<file path="config.mk">
export PLATFORM = sky130hd
export DESIGN_NAME = conversion_decoder_deser
export DESIGN_NICKNAME = d
export VERILOG_FILES = /design/src/rtl/conversion_pkg.sv /design/src/rtl/conversion_bit_decoder.sv /design/src/rtl/conversion_decoder_deser.sv
export SDC_FILE = /design/constraint.sdc
export NUM_CORES = 1
export LEC_CHECK = 0
export ABC_AREA = 1
export CAP_MARGIN = 10
export CELL_PAD_IN_SITES_DETAIL_PLACEMENT = 2
export CELL_PAD_IN_SITES_GLOBAL_PLACEMENT = 2
export CORE_AREA = 2 2 57 59
export CTS_CLUSTER_DIAMETER = 30
export CTS_CLUSTER_SIZE = 16
export DETAILED_ROUTE_END_ITERATION = 7
export DIE_AREA = 0 0 59 61
export HOLD_SLACK_MARGIN = 0.15
export PLACE_DENSITY = 0.85
export SLEW_MARGIN = 25
export SYNTH_ARGS = -nofsm -noshare
export SYNTH_HDL_FRONTEND = slang
export SYNTH_SLANG_ARGS = --single-unit
</file>
<file path="constraint.sdc">
create_clock -name clk -period 3.65 [get_ports clk]
set_clock_uncertainty 0.05 [all_clocks]
set_input_delay 0.73 -clock clk [delete_from_list [all_inputs] [get_ports clk]]
set_output_delay 0.73 -clock clk [all_outputs]
set_load 0.02 [all_outputs]
</file>
<file path="src/rtl/conversion_pkg.sv">
// Shared types and decode helper for the serial conversion encoder/decoder pair.
package conversion_pkg;

   typedef enum logic {
      S0 = 1'b0,
      S1 = 1'b1
   } state_t;

   // Decoded bit plus the state that follows it
   typedef struct packed {
      logic   x;
      state_t nxt;
   } dec_t;

   // Inverse of the encoder: x = z ^ s, and the state toggles whenever x is 0
   function automatic dec_t decode_bit(input state_t s, input logic z);
      dec_t r;
      r.x   = z ^ (s == S1);
      r.nxt = r.x ? s : ((s == S0) ? S1 : S0);
      return r;
   endfunction

endpackage

</file>
<file path="src/rtl/conversion_bit_decoder.sv">
// Two-state Mealy inverse of the conversion encoder; sync forces S0 for the current bit.
module conversion_bit_decoder
   import conversion_pkg::*;
(
   input  logic clk,
   input  logic rst_n,
   input  logic en,
   input  logic sync,
   input  logic z,
   output logic x
);

   state_t state;
   state_t s_eff;
   dec_t   dec;

   // Mealy decode from the effective state (S0 on a sync bit)
   always_comb begin
      s_eff = sync ? S0 : state;
      dec   = decode_bit(s_eff, z);
   end

   assign x = dec.x;

   // State advances only on valid bits
   always_ff @(posedge clk or negedge rst_n) begin
      if (!rst_n) begin
         state <= S0;
      end else if (en) begin
         state <= dec.nxt;
      end
   end

endmodule

</file>
<file path="src/rtl/conversion_decoder_deser.sv">
// Decodes the serial conversion stream and assembles DATA_W-bit words onto a valid/ready register.
module conversion_decoder_deser
   import conversion_pkg::*;
#(
   parameter int unsigned DATA_W    = 8,
   parameter bit          LSB_FIRST = 1'b1
) (
   input  logic              clk,
   input  logic              rst_n,
   input  logic              in_valid,
   input  logic              in_bit,
   input  logic              in_sof,
   output logic              bit_x,
   output logic [DATA_W-1:0] out_data,
   output logic              out_valid,
   input  logic              out_ready,
   output logic              overrun,
   output logic              frame_err
);

   localparam int unsigned       CNT_W = (DATA_W > 1) ? $clog2(DATA_W) : 1;
   localparam logic [CNT_W-1:0]  LAST  = CNT_W'(DATA_W - 1);

   logic [CNT_W-1:0]  cnt;
   logic [CNT_W-1:0]  idx;
   logic [DATA_W-1:0] sreg;
   logic [DATA_W-1:0] sreg_nxt;
   logic              x;
   logic              complete;
   logic              accept;

   conversion_bit_decoder u_dec (
      .clk   (clk),
      .rst_n (rst_n),
      .en    (in_valid),
      .sync  (in_sof),
      .z     (in_bit),
      .x     (x)
   );

   assign bit_x = x;

   // Bit index of the current bit; a start-of-frame bit always restarts at 0
   always_comb begin
      idx      = in_sof ? '0 : cnt;
      complete = in_valid && (idx == LAST);
      accept   = complete && (!out_valid || out_ready);
   end

   // Shift direction chosen so the first bit lands in the requested end of the word
   if (LSB_FIRST) begin : g_lsb_first
      assign sreg_nxt = {x, sreg[DATA_W-1:1]};
   end else begin : g_msb_first
      assign sreg_nxt = {sreg[DATA_W-2:0], x};
   end

   // Bit counter and shift register advance on valid bits only
   always_ff @(posedge clk or negedge rst_n) begin
      if (!rst_n) begin
         cnt  <= '0;
         sreg <= '0;
      end else if (in_valid) begin
         cnt  <= (idx == LAST) ? '0 : idx + CNT_W'(1);
         sreg <= sreg_nxt;
      end
   end

   // Output register with valid/ready handshake; a word arriving while blocked is dropped
   always_ff @(posedge clk or negedge rst_n) begin
      if (!rst_n) begin
         out_data  <= '0;
         out_valid <= 1'b0;
      end else if (accept) begin
         out_data  <= sreg_nxt;
         out_valid <= 1'b1;
      end else if (out_ready) begin
         out_valid <= 1'b0;
      end
   end

   // Single-cycle status pulses for dropped and truncated words
   always_ff @(posedge clk or negedge rst_n) begin
      if (!rst_n) begin
         overrun   <= 1'b0;
         frame_err <= 1'b0;
      end else begin
         overrun   <= complete && out_valid && !out_ready;
         frame_err <= in_valid && in_sof && (cnt != '0);
      end
   end

endmodule

</file>
==> run summary, run 1 <==
Drt pass-1 iters: 4
Fill cells: 342
# IOs: 18
Wirelength, routed: 1932 um
EDFF count, synth: 0
Total power per unit cell area: 468.6 nW/um^2
Reg2reg end: out_data[7]
Die Y: 61 um
Count of routing violations after the opening detailed-route iteration: 6
Cell with the most instances after synthesis: sky130_fd_sc_hd__nand2_1
Cell depth of the worst flop-to-flop path: 10
Peak supply drop: 250.4 uV
X dimension of the die: 59 um
Share of post-route cells with drive strength above 1: 12.17%
Weighted congestion at the end of routability-driven global placement: 0.6931
H-tree depth reported by CTS: 1
Post-Synthesis Cells: 97
Main combinational cell family by area after synthesis: simple AND/OR/NAND/NOR gates
Worst endpoint required time: 2.87 ns
Setup slack of the critical path after layout: 0.6764 ns
Via count of the first global-routing pass: 787
Critical Path Sink: bit_x
Kind of launch point of the worst setup path: input port
Transition at the pin with the smallest max-transition slack: 0.6420 ns
Average routed wire per standard cell: 13.05 um
Most frequent cells after synthesis: sky130_fd_sc_hd__nand2_1, sky130_fd_sc_hd__dfrtp_1, sky130_fd_sc_hd__inv_1
Routed Antenna Nets: 0
Part of the Yosys area used for sequential elements: 59.38%
Largest driver fanout on the critical path: 4
CTS hold repair buffers: 0
Path type of the worst setup path: input port to primary output
CTS tree: built
Count of input and output buffers: 17
Starting Density: 31.40%
Root cell of the clock tree: sky130_fd_sc_hd__clkbuf_4
Cell Int Power: 0.4070 mW
Fraction of power consumed by sequential logic: 51.2%
Adder and majority cell fraction of the synthesized area: 2.699%
RSZ-0062 raised after global routing: no
Slack of the worst reg-to-reg path: 2.04 ns
P_leak: 0.5841 nW
Largest area contributor in the synthesized netlist: sky130_fd_sc_hd__dfrtp_1
Worst setup timing slack at the placement stage: 0.6690 ns
Complex-gate fraction of the synthesized area: 11.07%
Combinational Power Share: 13.8%
Top_reg_cell synth: sky130_fd_sc_hd__dfrtp_1
Top cells by area in the synthesized netlist: sky130_fd_sc_hd__dfrtp_1, sky130_fd_sc_hd__nand2_1, sky130_fd_sc_hd__inv_1
Post-Route Hold Slack: 0.3054 ns
Clock share of power: 35.0%
Psw: 0.1359 mW
Total Routing Usage GR: 13.28%
Post-synthesis instance area: 927.1 sq um
Clk Latency, worst-skew pair: 0.32 ns
Via count of the routed design: 693
Yosys warnings: 0
Hold Fails Final Rpt: 0
Number of antenna violations at the first check in global routing: 0
Count of buffers added by post-CTS timing repair for setup: 0
Relative slew slack: 57.06%
Syn Nets: 105
Number of failing setup endpoints in the final timing report: 0
Sw Share: 25.04%
Count of cell types in the netlist: 13
Clock-pin slew reported for the worst setup and hold paths after clock tree synthesis: 0.12 ns
Floorplan Core Area: 2953 sq um
Fin crit share: 81.47%
R2r startpoint: cnt[0]
Syn avg cell area: 9.558 sq um
Number of maximum-capacitance constraint violations: 0
Critical Path Sink Type: primary output
Number of pins exceeding their max-slew limit in the final report: 0
Detailed placement HPWL: 1361 um
Number of buffers created by CTS: 3
Largest net degree at the start of global routing: 23
Final global-route overflow total: 0
Share of the synthesized area in the top cell type: 59.38%
Multiplexer share of the synthesized area: 0%
CP arrival: 2.19 ns
Count of clock tree sinks: 22
Post-route minimum period: 2.974 ns
Die area: 3599 sq um
Beginning of the critical path: in_sof
Antenna Cells: 0
Async SR Flop Fraction: 100.0%
DRC violation count after routing: 0
Number of standard-cell rows in the floorplan: 20
Global-route wire length before repair: 3491 um
Area occupied by multi-input gates: 292.8 sq um
Post-synthesis xor/xnor area fraction: 0%
Synth Register Bits: 22
Simple logic cell fraction of the synthesized area: 17.81%
Via count normalized by instance count: 4.682
Fin Setup TNS: 0 ns
Maximum clock frequency: 0.3363 GHz
Type of the worst min-delay path: input port to async pin
Run status: completed
Number of nets in the finished design: 124
Post-cts resize count: 0
Bufs on Longest Clock Path: 2
Layout overhead on the synthesized area: 24.97%
Register Area: 550.5 sq um
==> stage by stage <==
stage               area (sq um)  utilization [%]  std cells  total power, mW
global placement            1111            37.63        144           0.3551
floorplan                  927.1                -         97           0.3242
global route                1159            39.24        148           0.5746
finish                      1159            39.24        148           0.5429
CTS                         1164            39.41        148           0.5538
detailed placement          1111            37.63        144           0.3603
==> area by class of cell <==
class                           instances  share of cell area [%]
Sequential cell                        22                   47.52
Multi-Input combinational cell         57                   25.27
Timing Repair Buffer                   17                   14.25
Inverter                               15                   4.860
Tap cell                               33                   3.564
Clock inverter                          1                   2.592
Clock buffer                            3                   1.944
==> power groups by stage <==
stage          combinational, mW  sequential, mW  clock [mW]
6_report                  0.0749           0.278       0.190
5_1_grt                   0.0868           0.282       0.206
4_1_cts                   0.0780           0.279       0.197
3_5_place_dp              0.0772           0.283           0
3_3_place_gp              0.0732           0.282           0
2_1_floorplan             0.0362           0.288           0
==> layout by cell type, fill, tap and decap left out <==
master                            synthesis  routed
sky130_fd_sc_hd__buf_2                    1       1
sky130_fd_sc_hd__bufinv_16                0       1
sky130_fd_sc_hd__clkbuf_4                 0       3
sky130_fd_sc_hd__clkdlybuf4s50_1          0      16
sky130_fd_sc_hd__dfrtp_1                 22      22
sky130_fd_sc_hd__ha_1                     2       2
sky130_fd_sc_hd__inv_1                   14      14
sky130_fd_sc_hd__inv_2                    1       1
sky130_fd_sc_hd__nand2_1                 30      30
sky130_fd_sc_hd__nand2_4                  2       2
sky130_fd_sc_hd__nand3_1                  1       1
sky130_fd_sc_hd__nor2_1                   4       4
sky130_fd_sc_hd__nor3_1                   2       2
sky130_fd_sc_hd__o21ai_0                 10      10
sky130_fd_sc_hd__o21ai_2                  6       6
==> layer usage <==
metal	track usage [%]	up-vias	share of wire [%]	routed length, um
met5	0	-	0	0
met4	4.870	0	1.6	30
met3	3.625	3	3.8	74
met2	24.13	13	53	1019
met1	14.90	346	42	808
li1	-	331	-	-
==> worst min-delay path by stage <==
stage / startpoint / to / slack, ns / cells after the start
after global routing: rst_n / frame_err / 0.31 / 1
after floorplan: rst_n / cnt[0] / 0.38 / 0
after detailed placement: out_data[3] / out_data[3] / 0.42 / 2
after global placement: sreg[2] / sreg[1] / 0.41 / 2
final: rst_n / cnt[1] / 0.31 / 1
after CTS: out_data[3] / out_data[3] / 0.45 / 2
==> sequential cells by signal, indices dropped and copies added (netlist names) <==
register     cells
frame_err        1
cnt              3
overrun          1
out_valid        1
sreg             7
u_dec.state      1
out_data         8
==> logic make-up after synthesis <==
kind of cell / after synthesis
simple gates: 39
flops: 22
buf+inv: 18
compound gates: 16
fa+ha+maj: 2
==> worst max-delay path, cell delays in order <==
cell,delay (ns)
sky130_fd_sc_hd__clkdlybuf4s50_1,0.53
sky130_fd_sc_hd__inv_1,0.09
sky130_fd_sc_hd__nand2_1,0.06
sky130_fd_sc_hd__nand2_1,0.04
sky130_fd_sc_hd__nand2_1,0.10
sky130_fd_sc_hd__clkdlybuf4s50_1,0.63
No activity file was read; power rests on OpenSTA's default activity.
==> inputs of run 2 (changes only) <==
- CORE_AREA: 2 2 57 59 -> 2 2 59 61
- DIE_AREA: 0 0 59 61 -> 0 0 61 63
- PLACE_DENSITY: 0.85 -> 0.81
- clock period: 3.65 -> 3.07 ns (I/O delays scaled with it)
==> run 2 against run 1 <==
Effect of this change: worst hold slack improved by 0.14 ns; global-route usage is 1.4 points lower; total power is 20% higher; via count shrank 0.43%; setup slack worse by 0.34 ns; critical path type unchanged.
==> run summary, run 2 (synthesis results as in run 1) <==
Run status: completed (unchanged)
Type of the worst min-delay path: flop to flop (was input port to async pin)
# IOs: 18 (unchanged)
Worst setup timing slack at the placement stage: 0.3205 ns (was 0.6690 ns)
Maximum clock frequency: 0.3662 GHz
Clock-pin slew reported for the worst setup and hold paths after clock tree synthesis: 0.13 ns (was 0.12 ns)
Register Area: 550.5 sq um (unchanged)
Largest register by flop count: out_data (unchanged)
Setup slack of the critical path after layout: 0.3395 ns (was 0.6764 ns)
Finished Cell Area: 1195 sq um (was 1159 sq um)
Final global-route overflow total: 0 (unchanged)
Number of maximum-capacitance constraint violations: 0 (unchanged)
CP arrival: 2.07 ns (was 2.19 ns)
Root cell of the clock tree: sky130_fd_sc_hd__clkbuf_4 (unchanged)
Commonest cells after routing, fill and taps aside: sky130_fd_sc_hd__nand2_1, sky130_fd_sc_hd__dfrtp_1, sky130_fd_sc_hd__clkdlybuf4s50_1, sky130_fd_sc_hd__inv_1, sky130_fd_sc_hd__o21ai_0 (unchanged)
Registers with the most flip-flops: out_data (8), sreg (7), cnt (3) (unchanged)
CTS hold repair buffers: 0 (unchanged)
Post-Place Cell Area: 1142 sq um (was 1111 sq um)
Total Routing Usage GR: 11.90% (was 13.28%)
Count of routing violations after the opening detailed-route iteration: 14 (was 6)
Floorplan Core Area: 3232 sq um (was 2953 sq um)
Area occupied by multi-input gates: 292.8 sq um (unchanged)
Global-route wire length before repair: 3401 um (was 3491 um)
Count of buffers added by post-CTS timing repair for setup: 0 (unchanged)
Peak supply drop: 156.9 uV (was 250.4 uV)
Routed Antenna Nets: 0 (unchanged)
Worst endpoint required time: 2.41 ns (was 2.87 ns)
Flip-flop count of the largest register after layout: 8 (unchanged)
Most frequent standard cell in the layout excluding fill and tap cells: sky130_fd_sc_hd__nand2_1 (unchanged)
Die Y: 63 um (was 61 um)
Via count of the first global-routing pass: 746 (was 787)
Count of clock tree sinks: 22 (unchanged)
Number of standard-cell rows in the floorplan: 21 (was 20)
Launch point of the worst hold path: out_data[3]
H-tree depth reported by CTS: 1 (unchanged)
Hold Fails Final Rpt: 0 (unchanged)
Starting Density: 28.69% (was 31.40%)
R2r startpoint: cnt[1] (was cnt[0])
Post-route minimum period: 2.731 ns
Clk Latency, worst-skew pair: 0.32 ns (about the same)
Number of failing setup endpoints in the final timing report: 0 (unchanged)
Detailed placement HPWL: 1457 um (was 1361 um)
Fin Setup TNS: 0 ns (unchanged)
Number of antenna violations at the first check in global routing: 0 (unchanged)
Average routed wire per standard cell: 11.98 um (was 13.05 um)
Share of post-route cells with drive strength above 1: 12.82% (was 12.17%)
CTS tree: built (unchanged)
Critical Path Sink Type: primary output (unchanged)
Bufs on Longest Clock Path: 2 (unchanged)
Via count of the routed design: 690 (was 693)
Number of pins exceeding their max-slew limit in the final report: 0 (unchanged)
P_leak: 0.5937 nW (was 0.5841 nW)
Fin crit share: 88.94%
Count of input and output buffers: 17 (unchanged)
Total power per unit cell area: 543.4 nW/um^2 (was 468.6 nW/um^2)
Post-cts resize count: 0 (unchanged)
Drt pass-1 iters: 4 (unchanged)
Number of buffers created by CTS: 3 (unchanged)
Weighted congestion at the end of routability-driven global placement: 0.7402 (was 0.6931)
Transition at the pin with the smallest max-transition slack: 0.4129 ns (was 0.6420 ns)
Via count normalized by instance count: 4.233 (was 4.682)
X dimension of the die: 61 um (was 59 um)
Number of nets in the finished design: 126 (was 124)
RSZ-0062 raised after global routing: no (unchanged)
Kind of launch point of the worst setup path: input port (unchanged)
Beginning of the critical path: in_sof (unchanged)
Largest driver fanout on the critical path: 4 (unchanged)
Die area: 3843 sq um (was 3599 sq um)
Fill cells: 366 (was 342)
Relative slew slack: 72.39% (was 57.06%)
Largest net degree at the start of global routing: 23 (unchanged)
DRC violation count after routing: 0 (unchanged)
Layout overhead on the synthesized area: 28.88% (was 24.97%)
Wirelength, routed: 1952 um (was 1932 um)
Antenna Cells: 0 (unchanged)
Path type of the worst setup path: input port to primary output (unchanged)
-- run 2: changes by cell type in the layout (fill, tap and decap cells not counted), sizes merged --
| cell | change |
|---|---|
| clkdlybuf4s50 | +1 |
| buf | +1 |
-- run 2: report_power, final --
part / internal, mW / switching [mW] / total [mW]
clock: 0.132 / 0.0939 / 0.226
combinational: 0.0378 / 0.0549 / 0.0927
sequential: 0.316 / 0.0145 / 0.331
total: 0.486 / 0.163 / 0.649
-- run 2: worst max-delay path, cell delays in order --
cell                              delay [ns]
sky130_fd_sc_hd__clkdlybuf4s50_1        0.54
sky130_fd_sc_hd__inv_1                  0.10
sky130_fd_sc_hd__nand2_1                0.06
sky130_fd_sc_hd__nand2_1                0.04
sky130_fd_sc_hd__nand2_1                0.09
sky130_fd_sc_hd__clkdlybuf4s50_1        0.62
-- run 2: per-layer routing --
| metal | routed length [um] | track usage, % | share of wire [%] |
|---|---|---|---|
| met4 | 44 | 6.522 | 2.3 |
| met3 | 36 | 1.242 | 1.8 |
| met1 | 851 | 14.27 | 44 |
| met2 | 1019 | 20.03 | 52 |
| met5 | 0 | 0 | 0 |
-- run 2: worst paths after layout --
check | to | slack (ns) | depth (start not counted)
max in group asynchronous | out_data[1] | 2.17 | 2
min in group asynchronous | out_data[4] | 0.58 | 2
hold reg to reg | out_data[3] | 0.45 | 2
setup / recovery | bit_x | 0.34 | 6
hold / removal | out_data[3] | 0.45 | 2
setup reg to reg | out_data[6] | 1.45 | 10
-- run 2: through the flow --
step	hold slack [ns]	util (%)	power, mW	std cells
after floorplan	0.2684	-	0.3854	97
after global placement	0.4145	35.35	0.4243	159
after detailed placement	0.4232	35.35	0.4318	159
after CTS	0.4559	36.97	0.6649	163
after global routing	0.4864	36.97	0.6907	163
final	0.4493	36.97	0.6493	163
-- run 2: area by class of cell --
class | instances | share of cell area [%]
timing repair buffer | 19 | 15.50
sequential | 22 | 46.07
tap | 46 | 4.817
clock inverter | 1 | 2.513
inverter | 15 | 4.712
clock buffer | 3 | 1.885
multi-input combinational | 57 | 24.50
==> inputs of run 3 (changes only) <==
- GPL_TIMING_DRIVEN: default -> 0
==> run 3 against run 2 <==
Effect of this change: die area stayed put; sequential power about the same; setup slack got worse by 0.039 ns; cell count did not move; register-to-register slack about the same; non-clock buffer count stayed put; sequential share of layout area increased by 0.74 points; critical path type unchanged; largest cell class unchanged; largest power group unchanged.
==> run summary, run 3 (synthesis results as in run 1) <==
Registers with the most flip-flops: out_data (8), sreg (7), cnt (3) (unchanged)
Detailed placement HPWL: 1658 um (was 1457 um)
Bufs on Longest Clock Path: 2 (unchanged)
Fin crit share: 90.20% (was 88.94%)
Fill cells: 373 (was 366)
Layout overhead on the synthesized area: 26.86% (was 28.88%)
RSZ-0062 raised after global routing: no (unchanged)
Drt pass-1 iters: 2 (was 4)
Number of nets in the finished design: 126 (unchanged)
X dimension of the die: 61 um (unchanged)
Largest register by flop count: out_data (unchanged)
Largest net degree at the start of global routing: 23 (unchanged)
Floorplan Core Area: 3232 sq um (unchanged)
Die Y: 63 um (unchanged)
Critical Path Sink Type: primary output (unchanged)
Via count of the first global-routing pass: 819 (was 746)
Number of failing setup endpoints in the final timing report: 0 (unchanged)
CP arrival: 2.11 ns (was 2.07 ns)
Global-route wire length before repair: 3774 um (was 3401 um)
Reg2reg end: out_data[4] (was out_data[6])
# IOs: 18 (unchanged)
Transition at the pin with the smallest max-transition slack: 0.4942 ns (was 0.4129 ns)
Weighted congestion at the end of routability-driven global placement: 0.6223 (was 0.7402)
Slack of the worst reg-to-reg path: 1.46 ns (was 1.45 ns)
Run status: completed (unchanged)
Path type of the worst setup path: input port to primary output (unchanged)
Commonest cells after routing, fill and taps aside: sky130_fd_sc_hd__nand2_1, sky130_fd_sc_hd__dfrtp_1, sky130_fd_sc_hd__clkdlybuf4s50_1, sky130_fd_sc_hd__inv_1, sky130_fd_sc_hd__o21ai_0 (unchanged)
Average routed wire per standard cell: 14.07 um (was 11.98 um)
Final global-route overflow total: 0 (unchanged)
Die area: 3843 sq um (unchanged)
Via count of the routed design: 720 (was 690)
Hold Fails Final Rpt: 0 (unchanged)
Flip-flop count of the largest register after layout: 8 (unchanged)
Worst setup timing slack at the placement stage: 0.2817 ns (was 0.3205 ns)
Worst endpoint required time: 2.41 ns (about the same)
Number of standard-cell rows in the floorplan: 21 (unchanged)
Count of routing violations after the opening detailed-route iteration: 18 (was 14)
Type of the worst min-delay path: input port to async pin (was flop to flop)
H-tree depth reported by CTS: 1 (unchanged)
Total chip power: 0.5880 mW (was 0.6493 mW)
Starting Density: 28.69% (unchanged)
Antenna Cells: 0 (unchanged)
Maximum clock frequency: 0.3611 GHz (was 0.3662 GHz)
Relative slew slack: 67.05% (was 72.39%)
Number of antenna violations at the first check in global routing: 0 (unchanged)
Number of pins exceeding their max-slew limit in the final report: 0 (unchanged)
Number of buffers created by CTS: 3 (unchanged)
Total power per unit cell area: 499.9 nW/um^2 (was 543.4 nW/um^2)
Via count normalized by instance count: 4.417 (was 4.233)
Most frequent standard cell in the layout excluding fill and tap cells: sky130_fd_sc_hd__nand2_1 (unchanged)
Share of post-route cells with drive strength above 1: 14.53% (was 12.82%)
Number of maximum-capacitance constraint violations: 0 (unchanged)
Post-cts resize count: 0 (unchanged)
CTS hold repair buffers: 0 (unchanged)
Wirelength, routed: 2293 um (was 1952 um)
Count of input and output buffers: 16 (was 17)
Kind of launch point of the worst setup path: input port (unchanged)
Placed Instances: 159 (unchanged)
Fin Setup TNS: 0 ns (unchanged)
Root cell of the clock tree: sky130_fd_sc_hd__clkbuf_4 (unchanged)
Count of clock tree sinks: 22 (unchanged)
Routed Antenna Nets: 0 (unchanged)
Largest driver fanout on the critical path: 4 (unchanged)
Total Routing Usage GR: 13.71% (was 11.90%)
CTS tree: built (unchanged)
Cell depth of the worst flop-to-flop path: 10 (unchanged)
Clk Latency, worst-skew pair: 0.31 ns (was 0.32 ns)
Peak supply drop: 118.4 uV (was 156.9 uV)
R2r startpoint: cnt[0] (was cnt[1])
Clock-pin slew reported for the worst setup and hold paths after clock tree synthesis: 0.12 ns (was 0.13 ns)
P_leak: 0.5892 nW (was 0.5937 nW)
Setup slack of the critical path after layout: 0.3007 ns (was 0.3395 ns)
Count of placed standard cells in the final layout, fillers left out: 163 (unchanged)
Post-route minimum period: 2.769 ns (was 2.731 ns)
Count of buffers added by post-CTS timing repair for setup: 0 (unchanged)
DRC violation count after routing: 0 (unchanged)
==> run 3: cell count changes in the layout (fill, tap and decap cells not counted), sizes merged <==
cell and change:
bufinv -1, clkdlybuf4s50 -2, clkbuf +1, buf +2
==> run 3: layer usage <==
metal / up-vias / GRT usage [%] / share of wire, %
li1: 335 / - / -
met4: 0 / 8.152 / 2.5
met3: 5 / 1.242 / 1.9
met5: - / 0 / 0
met2: 13 / 25.81 / 58
met1: 367 / 13.64 / 37
==> run 3: power by group <==
group | internal (mW) | switching [mW] | total, mW | leakage, nW
Clock | 0.0725 | 0.0895 | 0.162 | 0.0210
Combinational | 0.0364 | 0.0576 | 0.0940 | 0.277
Sequential | 0.316 | 0.0158 | 0.332 | 0.291
Total | 0.425 | 0.163 | 0.588 | 0.589
==> run 3: area by class of cell <==
cell class	instances	area (sq um)	share of cell area, %
sequential	22	550.5	46.81
multi-input combinational	57	292.8	24.89
timing repair buffer	16	155.1	13.19
tap	46	57.56	4.894
inverter	15	56.30	4.787
clock buffer	4	36.28	3.085
buffer	3	27.53	2.340
==> run 3: critical path, stage by stage <==
cell,delay (ns)
sky130_fd_sc_hd__clkdlybuf4s50_1,0.55
sky130_fd_sc_hd__inv_1,0.10
sky130_fd_sc_hd__nand2_1,0.06
sky130_fd_sc_hd__nand2_1,0.04
sky130_fd_sc_hd__nand2_1,0.10
sky130_fd_sc_hd__clkdlybuf4s50_1,0.63
==> run 3: worst max path at each step <==
stage | startpoint | to | depth (start not counted)
floorplan | in_sof | out_data[3] | 9
global placement | in_sof | bit_x | 6
detailed placement | in_sof | bit_x | 6
CTS | in_sof | bit_x | 6
global route | in_sof | bit_x | 6
finish | in_sof | bit_x | 6
==> run 3: stage by stage <==
step           instance area [sq um]  hold slack [ns]  util (%)
5_1_grt                         1176           0.2158     36.39
3_5_place_dp                    1145           0.4237     35.42
2_1_floorplan                  927.1           0.2684         -
4_1_cts                         1181           0.4540     36.55
3_3_place_gp                    1145           0.4149     35.42
6_report                        1176           0.1931     36.39
